<file path="src/rtl/mod113_pkg.sv">
// Shared constants and types for the mod-113 chunk-LUT reduction blocks.
package mod113_pkg;
  localparam int N_BITS   = 500;
  localparam int CHUNK_W  = 6;
  localparam int MODULUS  = 113;
  localparam int RES_W    = 7;
  localparam int N_CHUNKS = (N_BITS + CHUNK_W - 1) / CHUNK_W;
  localparam int SEL_W    = 7;

  typedef enum logic [1:0] {IDLE, RUN, DONE} state_t;
  typedef logic [RES_W-1:0] residue_t;
endpackage

</file>
<file path="src/rtl/mod113_add_reduce.sv">
// Combinational modular add of two residues with a single conditional subtract.
module mod113_add_reduce
  import mod113_pkg::*;
(
  input  residue_t a,
  input  residue_t b,
  output residue_t sum,
  output logic     overflow_err
);
  localparam logic [RES_W:0] MOD_EXT = (RES_W+1)'(MODULUS);
  localparam residue_t       MOD_RES = RES_W'(MODULUS);

  logic [RES_W:0] w_sum;

  assign w_sum = {1'b0, a} + {1'b0, b};
  // Valid inputs keep the sum below 2*MODULUS, so one subtract suffices.
  assign sum = (w_sum >= MOD_EXT) ? RES_W'(w_sum - MOD_EXT) : w_sum[RES_W-1:0];
  assign overflow_err = (a >= MOD_RES) || (b >= MOD_RES);
endmodule

</file>
<file path="src/rtl/mod113_chunk_sequencer.sv">
// Serial mod-113 reducer: walks 84 six-bit chunks through a shared LUT bank, one per cycle.
// Accept-to-result 85 cycles; one operand in flight, result held until out_ready.
module mod113_chunk_sequencer
  import mod113_pkg::*;
(
  input  logic                clk,
  input  logic                rst,
  input  logic                in_valid,
  output logic                in_ready,
  input  logic [N_BITS-1:0]   in_data,
  output logic [SEL_W-1:0]    lut_sel,
  output logic [CHUNK_W-1:0]  lut_chunk,
  input  logic [RES_W-1:0]    lut_res,
  output logic                out_valid,
  input  logic                out_ready,
  output logic [RES_W-1:0]    out_res,
  output logic                out_err
);
  localparam int              PAD_W    = N_CHUNKS*CHUNK_W - N_BITS;
  localparam logic [SEL_W-1:0] LAST_SEL = SEL_W'(N_CHUNKS - 1);

  state_t                       r_state;
  state_t                       w_next;
  logic [SEL_W-1:0]             r_cnt;
  residue_t                     r_acc;
  logic                         r_err;
  logic [N_BITS-1:0]            r_operand;

  logic [N_CHUNKS*CHUNK_W-1:0]  w_padded;
  logic [8:0]                   w_bitpos;
  logic [CHUNK_W-1:0]           w_chunk;
  residue_t                     w_sum;
  logic                         w_ovf;
  logic                         w_last;

  // Zero pad above bit 499 so the final chunk carries only two live bits.
  assign w_padded = {{PAD_W{1'b0}}, r_operand};
  assign w_bitpos = 9'(r_cnt) * 9'(CHUNK_W);
  assign w_chunk  = w_padded[w_bitpos +: CHUNK_W];
  assign w_last   = (r_cnt == LAST_SEL);

  mod113_add_reduce u_add_reduce (
    .a            (r_acc),
    .b            (lut_res),
    .sum          (w_sum),
    .overflow_err (w_ovf)
  );

  always_ff @(posedge clk) begin
    if (rst) r_state <= IDLE;
    else     r_state <= w_next;
  end

  always_comb begin
    w_next = r_state;
    case (r_state)
      IDLE:    if (in_valid)  w_next = RUN;
      RUN:     if (w_last)    w_next = DONE;
      DONE:    if (out_ready) w_next = IDLE;
      default: w_next = IDLE;
    endcase
  end

  always_ff @(posedge clk) begin
    if (rst) begin
      r_cnt     <= '0;
      r_acc     <= '0;
      r_err     <= 1'b0;
      r_operand <= '0;
    end else begin
      case (r_state)
        IDLE: if (in_valid) begin
          r_operand <= in_data;
          r_cnt     <= '0;
          r_acc     <= '0;
          r_err     <= 1'b0;
        end
        RUN: begin
          r_acc <= w_sum;
          r_err <= r_err | w_ovf;
          r_cnt <= w_last ? '0 : r_cnt + 1'b1;
        end
        default: ;
      endcase
    end
  end

  always_comb begin
    in_ready  = (r_state == IDLE);
    out_valid = (r_state == DONE);
    out_res   = (r_state == DONE) ? r_acc : '0;
    out_err   = (r_state == DONE) && r_err;
    lut_sel   = (r_state == RUN) ? r_cnt : '0;
    lut_chunk = (r_state == RUN) ? w_chunk : '0;
  end
endmodule

</file>
<file path="config.mk">
export PLATFORM = sky130hd
export DESIGN_NAME = mod113_chunk_sequencer
export DESIGN_NICKNAME = d
export VERILOG_FILES = /design/src/rtl/mod113_pkg.sv /design/src/rtl/mod113_add_reduce.sv /design/src/rtl/mod113_chunk_sequencer.sv
export SDC_FILE = /design/constraint.sdc
export NUM_CORES = 2
export LEC_CHECK = 0
export ABC_AREA = 1
export BUFFER_PORTS_ARGS = -buffer_cell sky130_fd_sc_hd__buf_2
export CORE_UTILIZATION = 50
export DETAILED_ROUTE_END_ITERATION = 8
export HOLD_SLACK_MARGIN = 0.05
export PLACE_DENSITY = 0.72
export SLEW_MARGIN = 0
export SYNTH_ARGS = -nofsm -noshare
export SYNTH_HDL_FRONTEND = slang
export SYNTH_SLANG_ARGS = --single-unit
</file>
<file path="constraint.sdc">
create_clock -name clk -period 2.76 [get_ports clk]
set_input_delay 0.414 -clock clk [delete_from_list [all_inputs] [get_ports clk]]
set_output_delay 0.414 -clock clk [all_outputs]
set_load 0.005 [all_outputs]
</file>
==> flow_summary.rst <==
.. list-table::
   :header-rows: 1

   * - Metric
     - Value
   * - Buffers on Ports
     - 533
   * - Average routed wire per standard cell
     - 17.19 um
   * - Worst Path Required
     - 2350 ps
   * - Number of cell instances on the worst register-to-register path
     - 6
   * - Most common cell in the netlist
     - sky130_fd_sc_hd__nand2_1
   * - Library cell with the largest summed area after synthesis
     - sky130_fd_sc_hd__dfxtp_1
   * - Area share of the leading cell type in the synthesized netlist
     - 32.68%
   * - Number of antenna-violating nets in the routed design
     - 0
   * - Class of the most critical setup path
     - flop to output port
   * - Total power per unit cell area
     - 625.9 mW/mm^2
   * - Startpoint type of the worst setup path
     - flop
   * - Number of warnings printed during yosys synthesis
     - 0
   * - Via count of the first global-routing pass
     - 33460
   * - Worst rel slew slack
     - 31.11%
   * - Violations in the final reports
     - setup timing
   * - Overall global routing resource usage
     - 35.26%
   * - Setup slack of the most critical reg-to-reg path
     - 440 ps
   * - Peak fanout along the critical path
     - 9
   * - Clock H-tree levels
     - 2
   * - Async set-or-reset flop fraction in the synthesized netlist
     - 0%
   * - Leakage Power
     - 18.12 nW
   * - Master of the slowest instance on the critical path
     - sky130_fd_sc_hd__fa_4
   * - Result of the run
     - finished with violations
   * - DR pass1 iterations
     - 6
   * - Global route total overflow
     - 0
   * - Sequential-to-total area share from yosys stat
     - 32.68%
   * - Worst EP arrival
     - 3610 ps
   * - Post-synth EDFFs
     - 0
   * - Destination of the critical timing path
     - lut_chunk[2]
   * - Fraction of final layout cells with drive strength greater than 1
     - 17.11%
   * - Net count after synthesis
     - 6006
   * - Register bit total from synthesis
     - 517
   * - Family with the most delay on the worst path
     - simple AND/OR/NAND/NOR gates
   * - Height of the die
     - 253.7 um
   * - # Max-Cap Violations
     - 0
   * - Setup crit end kind
     - output port
   * - Clock slew at reported path FFs
     - 60 ps
   * - Post-placement worst setup slack
     - -900.5 ps
   * - Primary FF master, synth
     - sky130_fd_sc_hd__dfxtp_1
   * - Number of nets in the layout
     - 6511
   * - Capture point of the worst reg-to-reg path
     - r_cnt[2]
   * - Vias after detailed routing
     - 37490
   * - Clock insertion delay at the later pin of the skew report
     - 610 ps
   * - Worst reg2reg startpoint
     - r_state[1]
   * - Placer's final routability congestion estimate
     - 0.9948
   * - Area contributors post-synth
     - sky130_fd_sc_hd__dfxtp_1 (33%), sky130_fd_sc_hd__nand2_1 (19%), sky130_fd_sc_hd__nor2_1 (14%)
   * - Final routed DRC violation total
     - 0
   * - Type of the tightest min-delay check
     - input pin to flop
   * - Slew at the pin with the worst max-slew slack
     - 1033 ps
   * - Post-route total power
     - 0.02478 W
   * - Slack of the critical path
     - -1260 ps
   * - Worst path bufs/invs
     - 5
   * - Yosys cell types
     - 42
   * - Layout Skew
     - 15.80 ps
   * - CTS tree
     - done
   * - Largest net degree at the start of global routing
     - 211
   * - Critical Path Source
     - r_cnt[1]
   * - Per-cell via count in the routed design
     - 5.460
   * - Drt initial violations
     - 3801
   * - RSZ-0062 raised after global routing
     - yes
   * - TritonCTS Buffers
     - 55
   * - Critical path's most frequent cell
     - sky130_fd_sc_hd__nand3_2
   * - Critical Path, Cell by Cell
     - ha_4 > fa_4 > inv_4 > nand2_8 > buf_12 > buf_4 > nor3_1 > nor2_1 > nand2_1 > nand3_1 > nand3_2 > nand3_2 > nand3_2 > nand2_2 > nor2_1 > buf_4 > buf_2
   * - Commonest cells in the netlist
     - sky130_fd_sc_hd__nand2_1 (1643), sky130_fd_sc_hd__nor2_1 (1216), sky130_fd_sc_hd__nand3_1 (714)
   * - Buffer cell driving the clock tree root
     - sky130_fd_sc_hd__clkbuf_16
   * - Final-report hold violation count
     - 0
   * - CTS Sinks
     - 517
   * - Number of pins with negative max-slew slack in the final report
     - 0
   * - Starting density of the core
     - 50.95%
   * - Synthesized area per cell
     - 5.784 um^2
   * - Delay of the slowest critical-path stage
     - 710 ps
   * - Cell area after synthesis
     - 0.03167 mm^2
   * - Post-synthesis instance total
     - 5476
   * - Highest clock rate
     - 248.8 MHz
   * - Area of the core
     - 0.06217 mm^2
   * - Peak supply drop
     - 0.0004406 V
   * - Post-detailed-placement cell area
     - 0.03618 mm^2
   * - Die area
     - 0.06435 mm^2
   * - Number of core rows
     - 91
   * - Global-route wire length before repair
     - 179200 um
   * - Count of endpoints failing setup in the final report
     - 6
   * - Cell area after layout
     - 0.03960 mm^2
   * - Total Routed Length
     - 118000 um
   * - Die outline width
     - 253.7 um
   * - Area grow syn2layout
     - 25.02%
   * - Number of antenna violations at the first check in global routing
     - 4
   * - Ports placed on the boundary
     - 534
   * - Minimum clock period after layout
     - 4020 ps
   * - Number of gates on the worst path with buffers counted
     - 17
   * - Fin crit share
     - 145.6%
   * - Max Buffers Root-to-Sink
     - 3
   * - Total half-perimeter wirelength after legalization and detailed placement
     - 85000 um
## through the flow
step	utilization, %	hold WS (ps)	TNS [ps]	instances
2_1_floorplan	-	438.9	0	5476
3_5_place_dp	58.20	458.0	-4365	6680
5_1_grt	63.69	60.18	-7940	6866
3_3_place_gp	58.20	455.6	-4178	6680
4_1_cts	62.84	50.18	-7477	6845
6_report	63.69	56.80	-7293	6866
## tightest hold or removal path, delay by kind of cell
family                 cells  cell delay, ps
AND/OR/NAND/NOR            1              80
AO/OA/AOI/OAI              1              70
buffers and inverters      1              70
## area by class of cell
class	instances	area, um^2
Fill cell	6091	22570
Multi-Input combinational cell	4402	19260
Sequential cell	517	10360
Timing Repair Buffer	865	6404
Clock buffer	75	1604
Tap cell	837	1047
Inverter	140	573.1
Clock inverter	28	347.8
Antenna cell	2	5.005
## cell usage in the layout (no fill, tap or decap), types with 22 or more instances in the layout
cell type,n
sky130_fd_sc_hd__buf_12,70
sky130_fd_sc_hd__nor2_1,1202
sky130_fd_sc_hd__nand3_1,658
sky130_fd_sc_hd__nand2_1,1631
sky130_fd_sc_hd__nand3_2,57
sky130_fd_sc_hd__buf_2,532
sky130_fd_sc_hd__buf_4,192
sky130_fd_sc_hd__dfxtp_1,515
sky130_fd_sc_hd__o21ai_0,577
sky130_fd_sc_hd__a21oi_1,124
sky130_fd_sc_hd__dlygate4sd3_1,48
sky130_fd_sc_hd__inv_1,130
sky130_fd_sc_hd__clkbuf_16,62
sky130_fd_sc_hd__o21ai_1,24
sky130_fd_sc_hd__nor3_1,22
## state kept, by name (all words and copies together), names as in the netlist
signal,flops
r_state,2
r_cnt,7
r_err,1
r_acc,7
r_operand,500
## logic make-up (layout without fill, tap and decap cells)
kind of cell | after synthesis | after routing | share of synthesized area [%]
XOR/XNOR | 11 | 11 | 0.4109
flip-flops | 517 | 517 | 32.68
buffers and inverters | 557 | 1108 | 7.968
AND/OR/NAND/NOR | 3619 | 3619 | 46.08
adder cells (fa/ha/maj) | 19 | 19 | 0.7980
other | 0 | 2 | 0
AO/OA/AOI/OAI | 753 | 753 | 12.07
## metal layers
metal | track usage [%] | vias up | share of wire (%)
met2 | 58.24 | 1629 | 46
li1 | - | 18590 | -
met5 | 0 | - | 0.019
met1 | 45.91 | 16990 | 42
met3 | 4.517 | 285 | 8.0
met4 | 15.63 | 4 | 4.2
## worst min-delay path by stage
| stage | start | end | slack (ps) | depth (start not counted) |
|---|---|---|---|---|
| 2_1_floorplan | r_operand[141] | r_operand[141] | 440 | 2 |
| 3_3_place_gp | r_operand[101] | r_operand[101] | 460 | 2 |
| 3_5_place_dp | r_operand[4] | r_operand[4] | 460 | 2 |
| 4_1_cts | in_data[29] | r_operand[29] | 50 | 3 |
| 5_1_grt | in_data[96] | r_operand[96] | 60 | 3 |
| 6_report | in_data[256] | r_operand[256] | 60 | 3 |
## power by group
group | total (W) | leakage [nW] | switching, W | internal, W
Sequential | 0.00899 | 4.28 | 0.000729 | 0.00826
Combinational | 0.00784 | 12.9 | 0.00482 | 0.00302
Clock | 0.00795 | 0.940 | 0.00329 | 0.00466
## repair_timing
item / in CTS / in global routing
gates resized for setup: 52 / 83
gates cloned: 5 / 5
buffers inserted: 9 / 15
hold buffers: 48 / 0
pin swaps: 6 / 35
endpoints found under the hold margin: 48 / 0
setup endpoints to repair: 8 / 13
Note: power is estimated with default switching activity, not from simulation.
